**config.mk**
```make
export PLATFORM = sky130hd
export DESIGN_NAME = instr_queue
export DESIGN_NICKNAME = d
export VERILOG_FILES = /design/src/rtl/instr_queue.sv
export SDC_FILE = /design/constraint.sdc
export NUM_CORES = 1
export LEC_CHECK = 0
export BUFFER_PORTS_ARGS = -buffer_cell sky130_fd_sc_hd__buf_2
export CAP_MARGIN = 5
export CORE_MARGIN = 2
export CORE_UTILIZATION = 35
export CTS_BUF_LIST = sky130_fd_sc_hd__clkbuf_8
export CTS_CLUSTER_DIAMETER = 30
export DETAILED_ROUTE_END_ITERATION = 8
export HOLD_SLACK_MARGIN = 0.02
export PLACE_DENSITY = 0.61
export SYNTH_ARGS = -nofsm -noshare
export SYNTH_HDL_FRONTEND = slang
export SYNTH_SLANG_ARGS = --single-unit
```
**constraint.sdc**
```tcl
create_clock -name clk -period 3.65 [get_ports clk]
set_input_delay 0.365 -clock clk [delete_from_list [all_inputs] [get_ports clk]]
set_output_delay 0.365 -clock clk [all_outputs]
set_load 0.02 [all_outputs]
```
**src/rtl/instr_queue.sv**
```systemverilog
// Decoupling instruction queue between fetch and decode.
// Holds DEPTH {pc, instruction} entries and presents them to decode in order
// over a valid/ready handshake. A flush discards every entry.
// Optional J/JAL predecode is enabled by defining INSTR_QUEUE_PREDECODE_EN.
// It produces an early redirect and squashes wrong-path fetches until the
// jump target arrives.
module instr_queue #(
    parameter int DEPTH = 4,
    parameter int PTR_W = 2
) (
    input  logic             clk,
    input  logic             reset,
    input  logic             in_valid,
    input  logic [29:0]      in_pc,
    input  logic [31:0]      in_instr,
    output logic             in_ready,
    output logic             out_valid,
    output logic [29:0]      out_pc,
    output logic [31:0]      out_instr,
    input  logic             out_ready,
    input  logic             flush,
    output logic [PTR_W:0]   level,
    output logic             redirect_en,
    output logic [29:0]      redirect_addr
);

    localparam logic [PTR_W:0] FULL_LEVEL = (PTR_W+1)'(DEPTH);

    logic [61:0]      mem_q [DEPTH];
    logic [PTR_W-1:0] wr_ptr_q, wr_ptr_d;
    logic [PTR_W-1:0] rd_ptr_q, rd_ptr_d;
    logic [PTR_W:0]   level_q, level_d;
    logic [61:0]      head;
    logic             enq;
    logic             deq;
    logic             store;

    // Full and empty come from the occupancy count, never from pointer compare.
    assign in_ready  = (level_q != FULL_LEVEL);
    assign out_valid = (level_q != '0);
    assign level     = level_q;
    assign head      = mem_q[rd_ptr_q];

    // An empty queue shows a NOP rather than stale storage contents.
    assign out_pc    = out_valid ? head[61:32] : 30'd0;
    assign out_instr = out_valid ? head[31:0]  : 32'd0;

    // Flush wins over both handshakes, so the incoming entry is dropped.
    assign enq = in_valid & in_ready & ~flush;
    assign deq = out_valid & out_ready & ~flush;

`ifdef INSTR_QUEUE_PREDECODE_EN
    logic        squash_q, squash_d;
    logic        redirect_en_q, redirect_en_d;
    logic [29:0] redirect_addr_q, redirect_addr_d;
    logic        is_jump;
    logic        pc_hit;
    logic        jump_hit;

    // Opcode 6'b000010 (J) or 6'b000011 (JAL).
    assign is_jump  = (in_instr[31:27] == 5'b00001);
    assign pc_hit   = (in_pc == redirect_addr_q);
    // While squashing, wrong-path entries are accepted but not written.
    assign store    = enq & (~squash_q | pc_hit);
    // A jump seen while squash is already active is ignored.
    assign jump_hit = store & ~squash_q & is_jump;

    assign redirect_en   = redirect_en_q & ~flush;
    assign redirect_addr = redirect_addr_q;

    // Predecode next state: arm squash on a jump, clear it on the target.
    always_comb begin
        squash_d        = squash_q;
        redirect_en_d   = jump_hit;
        redirect_addr_d = redirect_addr_q;
        if (flush) begin
            squash_d = 1'b0;
        end else if (jump_hit) begin
            squash_d        = 1'b1;
            redirect_addr_d = {in_pc[29:26], in_instr[25:0]};
        end else if (squash_q && enq && pc_hit) begin
            squash_d = 1'b0;
        end
    end

    // Predecode state registers.
    always_ff @(posedge clk or posedge reset) begin
        if (reset) begin
            squash_q        <= 1'b0;
            redirect_en_q   <= 1'b0;
            redirect_addr_q <= 30'd0;
        end else begin
            squash_q        <= squash_d;
            redirect_en_q   <= redirect_en_d;
            redirect_addr_q <= redirect_addr_d;
        end
    end
`else
    assign store         = enq;
    assign redirect_en   = 1'b0;
    assign redirect_addr = 30'd0;
`endif

    // Pointer and occupancy next state; pointers wrap by natural overflow.
    always_comb begin
        wr_ptr_d = wr_ptr_q;
        rd_ptr_d = rd_ptr_q;
        level_d  = level_q;
        if (flush) begin
            wr_ptr_d = '0;
            rd_ptr_d = '0;
            level_d  = '0;
        end else begin
            if (store) wr_ptr_d = wr_ptr_q + PTR_W'(1);
            if (deq)   rd_ptr_d = rd_ptr_q + PTR_W'(1);
            case ({store, deq})
                2'b10:   level_d = level_q + (PTR_W+1)'(1);
                2'b01:   level_d = level_q - (PTR_W+1)'(1);
                default: level_d = level_q;
            endcase
        end
    end

    // Pointer and occupancy registers, cleared asynchronously.
    always_ff @(posedge clk or posedge reset) begin
        if (reset) begin
            wr_ptr_q <= '0;
            rd_ptr_q <= '0;
            level_q  <= '0;
        end else begin
            wr_ptr_q <= wr_ptr_d;
            rd_ptr_q <= rd_ptr_d;
            level_q  <= level_d;
        end
    end

    // Entry storage; contents need no reset because level gates the outputs.
    always_ff @(posedge clk) begin
        if (store) mem_q[wr_ptr_q] <= {in_pc, in_instr};
    end

endmodule
```
### Word-level counts from Yosys, hierarchy flattened

Memory sizes are Yosys's and may differ from the RTL's.
Cells that the tools add are included.

| operators by class | value |
|---|---|
| add/subtract/negate cells | 4 |
| equality and inequality tests | 3 |
| muxes and demuxes | 10 |
| bitwise operators | 5 |
| reductions and logical operators | 4 |

Operators with widths:

| operator | count |
|---|---|
| $mux 32 | 1 |
| $mux 30 | 1 |
| $mux 2 | 4 |
| $pmux 3 s2 | 1 |
| $reduce_bool 3->1 | 2 |
| $add 2x1->2 const B | 2 |
| $and 1x1->1 | 4 |
| $reduce_bool 2->1 | 2 |
| $add 3x1->3 const B | 1 |
| $mux 3 | 1 |
| $ne 3x3->1 const B | 1 |
| $sub 3x1->3 const B | 1 |
| $eq 2x1->1 const B | 1 |
| $eq 2x2->1 const B | 1 |
| $mux 1 | 2 |
| $not 1->1 | 1 |

| word-level totals | value |
|---|---|
| register bits after elaboration | 7 |
| RAM bits | 248 |
| input port bits | 67 |
| output and inout bits | 98 |
| word-level logic and storage cells | 30 |
| memories kept | 1 |

Memories:

| memory | depth | width | rd ports | clocked after Yosys merged registers in | write ports | line | RTL |
|---|---|---|---|---|---|---|---|
| mem_q | 4 | 62 | 1 | 0 | 1 | 29 | `logic [61:0] mem_q [DEPTH];` |

### Logic depth before layout (Yosys ltp)

| logic depth | value |
|---|---|
| word-level depth | 6 |
| depth in mapped cells | 7 |
| mapped depth without buffers | 6 |

### Worst setup path after synthesis

OpenSTA, ideal clock, no wires.

| timing path | value |
|---|---|
| path kind | register to register |
| from | register level_q[2], in the netlist level[2] |
| to | memory mem_q[0][0] (enable) |
| library setup time | 0.426 ns |
| arrival time | 2.512 ns |
| required time | 3.224 ns |
| path slack | 0.712 ns |
| stages on the path, launching flop included | 5 |
| path buffers | 1 |
| clock period less this slack | 2.938 ns |
| cell sequence | dfrtp_1 buf_2 nor3b_1 nor3_1 and2_1 |

| on the way | value |
|---|---|
| cells in the longest elaborated chain, start to end | 5 |

Ends and longest elaborated chain:

| element | line | RTL |
|---|---|---|
| from (decl) | 32 | `logic [PTR_W:0] level_q, level_d;` |
| from (signal assigned) | 133 | `level_q <= level_d;` |
| $ne 3x3->1 | 39 | `assign in_ready = (level_q != FULL_LEVEL);` |
| $and 1x1->1 (2 in series) | 49 | `assign enq = in_valid & in_ready & ~flush;` |
| $mux 1 | 139 | `if (store) mem_q[wr_ptr_q] <= {in_pc, in_instr};` |
| $mux 1 (implied by the code) | 139 |  |
| to (decl) | 29 |  |

No other way between the ends.

### Worst setup path in the final report

| timing path | value |
|---|---|
| from | register rd_ptr_q[1] |
| to | output out_pc[6] |

| on the way | value |
|---|---|
| cells in the longest elaborated chain, start to end | 2 |

Ends and longest elaborated chain:

| element | line | RTL |
|---|---|---|
| from (decl) | 31 | `logic [PTR_W-1:0] rd_ptr_q, rd_ptr_d;` |
| from (signal assigned) | 132 | `rd_ptr_q <= rd_ptr_d;` |
| $mem_v2 4x62 | -- |  |
| $mux 30 | 45 | `assign out_pc = out_valid ? head[61:32] : 30'd0;` |
| to (decl) | 18 | `output logic [29:0] out_pc,` |

No other way between the ends.

==> results.rst <==
.. list-table::
   :header-rows: 1

   * - Metric
     - Value
   * - Run status
     - completed
   * - Flip-flop and latch count after synthesis
     - 255
   * - CP Data Required Time
     - 3.28 ns
   * - Setup slack after layout
     - 0.854 ns
   * - Count of synthesis-stage warnings from yosys
     - 0
   * - Critical path arrival
     - 2.43 ns
   * - Number of CTS-inserted buffers
     - 51
   * - Max Fclk
     - 358 MHz
   * - Width of the die
     - 175 µm
   * - Pwr dens
     - 577 nW/µm²
   * - Via count of the first global-routing pass
     - 5,794
   * - I/O pin count
     - 165
   * - Ant. Diodes
     - 0
   * - Via count of the routed design
     - 5,167
   * - Number of nets in the final layout
     - 764
   * - Post-place setup slack
     - 1.14 ns
   * - Number of pins with negative max-slew slack in the final report
     - 0
   * - Time the final worst path needs with I/O delays and setup
     - 2.80 ns
   * - Antenna violations before repair
     - 1
   * - Final design instance area without fill
     - 12,700 µm²
   * - Count of filler cells inserted in the layout
     - 2,489
   * - Number of buffers on the longest clock path
     - 3
   * - Dpl hpwl
     - 11,900 µm
   * - Vertical extent of the die
     - 175 µm
   * - DRC violation count after routing
     - 0
   * - Post-CTS Repair Setup Buffers
     - 0
   * - Share of the synthesized area in the top cell type
     - 72.6%
   * - Syn Std Cell Area
     - 10,300 µm²
   * - Number of buffers added on ports
     - 133
   * - Post-synthesis async set-or-reset flop share
     - 2.75%
   * - Clk_skew
     - 0.0131 ns
   * - Number of distinct standard cells referenced by the synthesized netlist
     - 39
   * - Total Wirelength
     - 20,400 µm
   * - Detail-routed net length per standard cell
     - 18.2 µm
   * - Post-DR vias/cell
     - 4.62
   * - Final period utilization
     - 76.6%
   * - Number of max-cap violations
     - 0
   * - Worst min path class
     - input port to flip-flop
   * - Post-synth EDFFs
     - 248
   * - Post-Synthesis Mean Instance Area
     - 20.9 µm²
   * - Ratio of cells with drive above 1 in the final layout
     - 39.6%
   * - Setup violation total in the final timing report
     - 0
   * - Hold violation total from the final report
     - 0
   * - Cell at the root of the clock tree
     - sky130_fd_sc_hd__clkbuf_8
   * - Clock tree from TritonCTS
     - done
   * - Critical path start-end classification
     - flip-flop to output port
   * - Most instantiated library cell after synthesis
     - sky130_fd_sc_hd__edfxtp_1
   * - Highest fanout seen on the critical path
     - 63
   * - Worst IR Drop VDD
     - 366 µV
   * - Clock-pin slew on the worst setup and hold paths
     - 0.06 ns
   * - DRT Pass-1 Iters
     - 4
   * - Largest cells by area after synthesis
     - sky130_fd_sc_hd__edfxtp_1, sky130_fd_sc_hd__mux4_2, sky130_fd_sc_hd__nor2b_1
   * - Most area-hungry cell type in the Yosys netlist
     - sky130_fd_sc_hd__edfxtp_1
   * - CTS hold repair buffers
     - 35
   * - Sink Count
     - 255
   * - Final weighted congestion in routability-driven placement
     - 0.682
   * - FP Rows
     - 62
   * - Clock insertion delay at the later pin of the skew report
     - 0.54 ns
   * - Die ar.
     - 30,700 µm²
   * - Sequential area share after synthesis
     - 74.3%
   * - Top flip-flop cell by instance count after synthesis
     - sky130_fd_sc_hd__edfxtp_1
   * - Total global routing overflow
     - 0
   * - Standard cell area after detailed placement
     - 11,200 µm²
   * - Maximum number of pins on one net before global-route repair
     - 64
   * - Global-route wire length before repair
     - 31,400 µm
   * - Area Overhead vs Synth
     - 23.7%
   * - TNS Setup
     - 0 ns
   * - Count of cells resized by post-cts repair
     - 0
   * - Cell count after synthesis
     - 491
   * - Count of H-tree levels built during CTS
     - 2
   * - Gr usage total
     - 13.4%
   * - Antenna-violating nets left
     - 0
   * - Placeable core region
     - 28,800 µm²
   * - Starting Density
     - 35.7%
   * - Standby leakage power
     - 4.45 nW
   * - Slew of the pin with the lowest slew margin
     - 0.981 ns
   * - Unrepaired setup endpoints after global routing
     - false
   * - Worst hold slack
     - 0.0597 ns
   * - Count of routing violations after the opening detailed-route iteration
     - 276
   * - Rel. slew slack
     - 34.6%
   * - Most instantiated cells after synthesis
     - sky130_fd_sc_hd__edfxtp_1, sky130_fd_sc_hd__mux4_2, sky130_fd_sc_hd__nor2b_1
   * - Critical path launch point type
     - flip-flop
   * - Crit. End Element
     - output port
   * - Share of the core filled with cells
     - 44.1%
[sequential cells by signal, summed over array words and instances (netlist names)]
name      count
wr_ptr_q      2
rd_ptr_q      2
mem_q       248
level         3
[cell families after synthesis]
| logic type | Yosys count | synth area share [%] |
|---|---|---|
| buffers and inverters | 65 | 4.80 |
| other | 1 | 0.0365 |
| AO/OA/AOI/OAI | 14 | 0.939 |
| AND/OR/NAND/NOR | 85 | 5.13 |
| flip-flops | 255 | 74.3 |
| multiplexers | 63 | 13.9 |
| XOR/XNOR | 3 | 0.256 |
| adder cells (fa/ha/maj) | 5 | 0.683 |
[worst max-delay path, stage by stage, from the launching register on]
cell	delay, ns
sky130_fd_sc_hd__dfrtp_4	1.06
sky130_fd_sc_hd__mux4_2	0.42
sky130_fd_sc_hd__nor2b_1	0.16
sky130_fd_sc_hd__buf_2	0.21
[layout make-up]
class,instances,area (µm²),area share (%)
flip-flops and latches,255,7630,60.1
multi-input cells,201,2270,17.9
repair buffers,175,1130,8.91
clock buffers,53,729,5.75
well taps,384,480,3.79
clock inverters,42,419,3.30
inverters,8,30.0,0.237
[where the power goes]
part | internal (mW) | switching [mW]
clock network | 1.89 | 1.26
registers | 3.30 | 0.0452
logic | 0.349 | 0.479
total | 5.54 | 1.78
[worst paths after layout]
kind / to / cells past startpoint / from / slack (ns)
hold reg to reg: wr_ptr_q[1] / 2 / wr_ptr_q[1] / 0.61
setup reg to reg: mem_q[2][43] / 4 / level[0] / 1.17
hold / removal: mem_q[1][23] / 1 / in_instr[23] / 0.06
min in group asynchronous: rd_ptr_q[0] / 3 / reset / 0.31
setup / recovery: out_pc[6] / 3 / rd_ptr_q[1] / 0.85
max in group asynchronous: rd_ptr_q[1] / 3 / reset / 3.10
[routing by layer]
layer	routed length, µm	up-vias	track usage (%)
li1	-	2307	-
met1	8530	2620	16.6
met2	10200	194	22.9
met3	1240	44	3.31
met4	461	2	4.79
met5	14	-	0
[placed cells by master, fill, tap and decap left out, types with 6 or more instances in the layout]
cell type	netlist	final
sky130_fd_sc_hd__and2b_1	6	6
sky130_fd_sc_hd__buf_2	10	133
sky130_fd_sc_hd__bufinv_16	0	7
sky130_fd_sc_hd__clkbuf_8	0	53
sky130_fd_sc_hd__clkinv_1	0	8
sky130_fd_sc_hd__clkinv_2	0	9
sky130_fd_sc_hd__clkinv_4	0	6
sky130_fd_sc_hd__clkinvlp_4	0	7
sky130_fd_sc_hd__conb_1	1	31
sky130_fd_sc_hd__dlygate4sd3_1	0	35
sky130_fd_sc_hd__edfxtp_1	248	248
sky130_fd_sc_hd__inv_1	8	11
sky130_fd_sc_hd__mux4_2	58	58
sky130_fd_sc_hd__nor2b_1	56	56
[through the flow]
stage | total power, mW | cells
after floorplan | 4.00 | 521
after global placement | 4.20 | 988
after detailed placement | 4.22 | 988
after CTS | 7.42 | 1118
after global routing | 7.63 | 1118
final | 7.32 | 1118
Power figures use the tool's default switching activity.
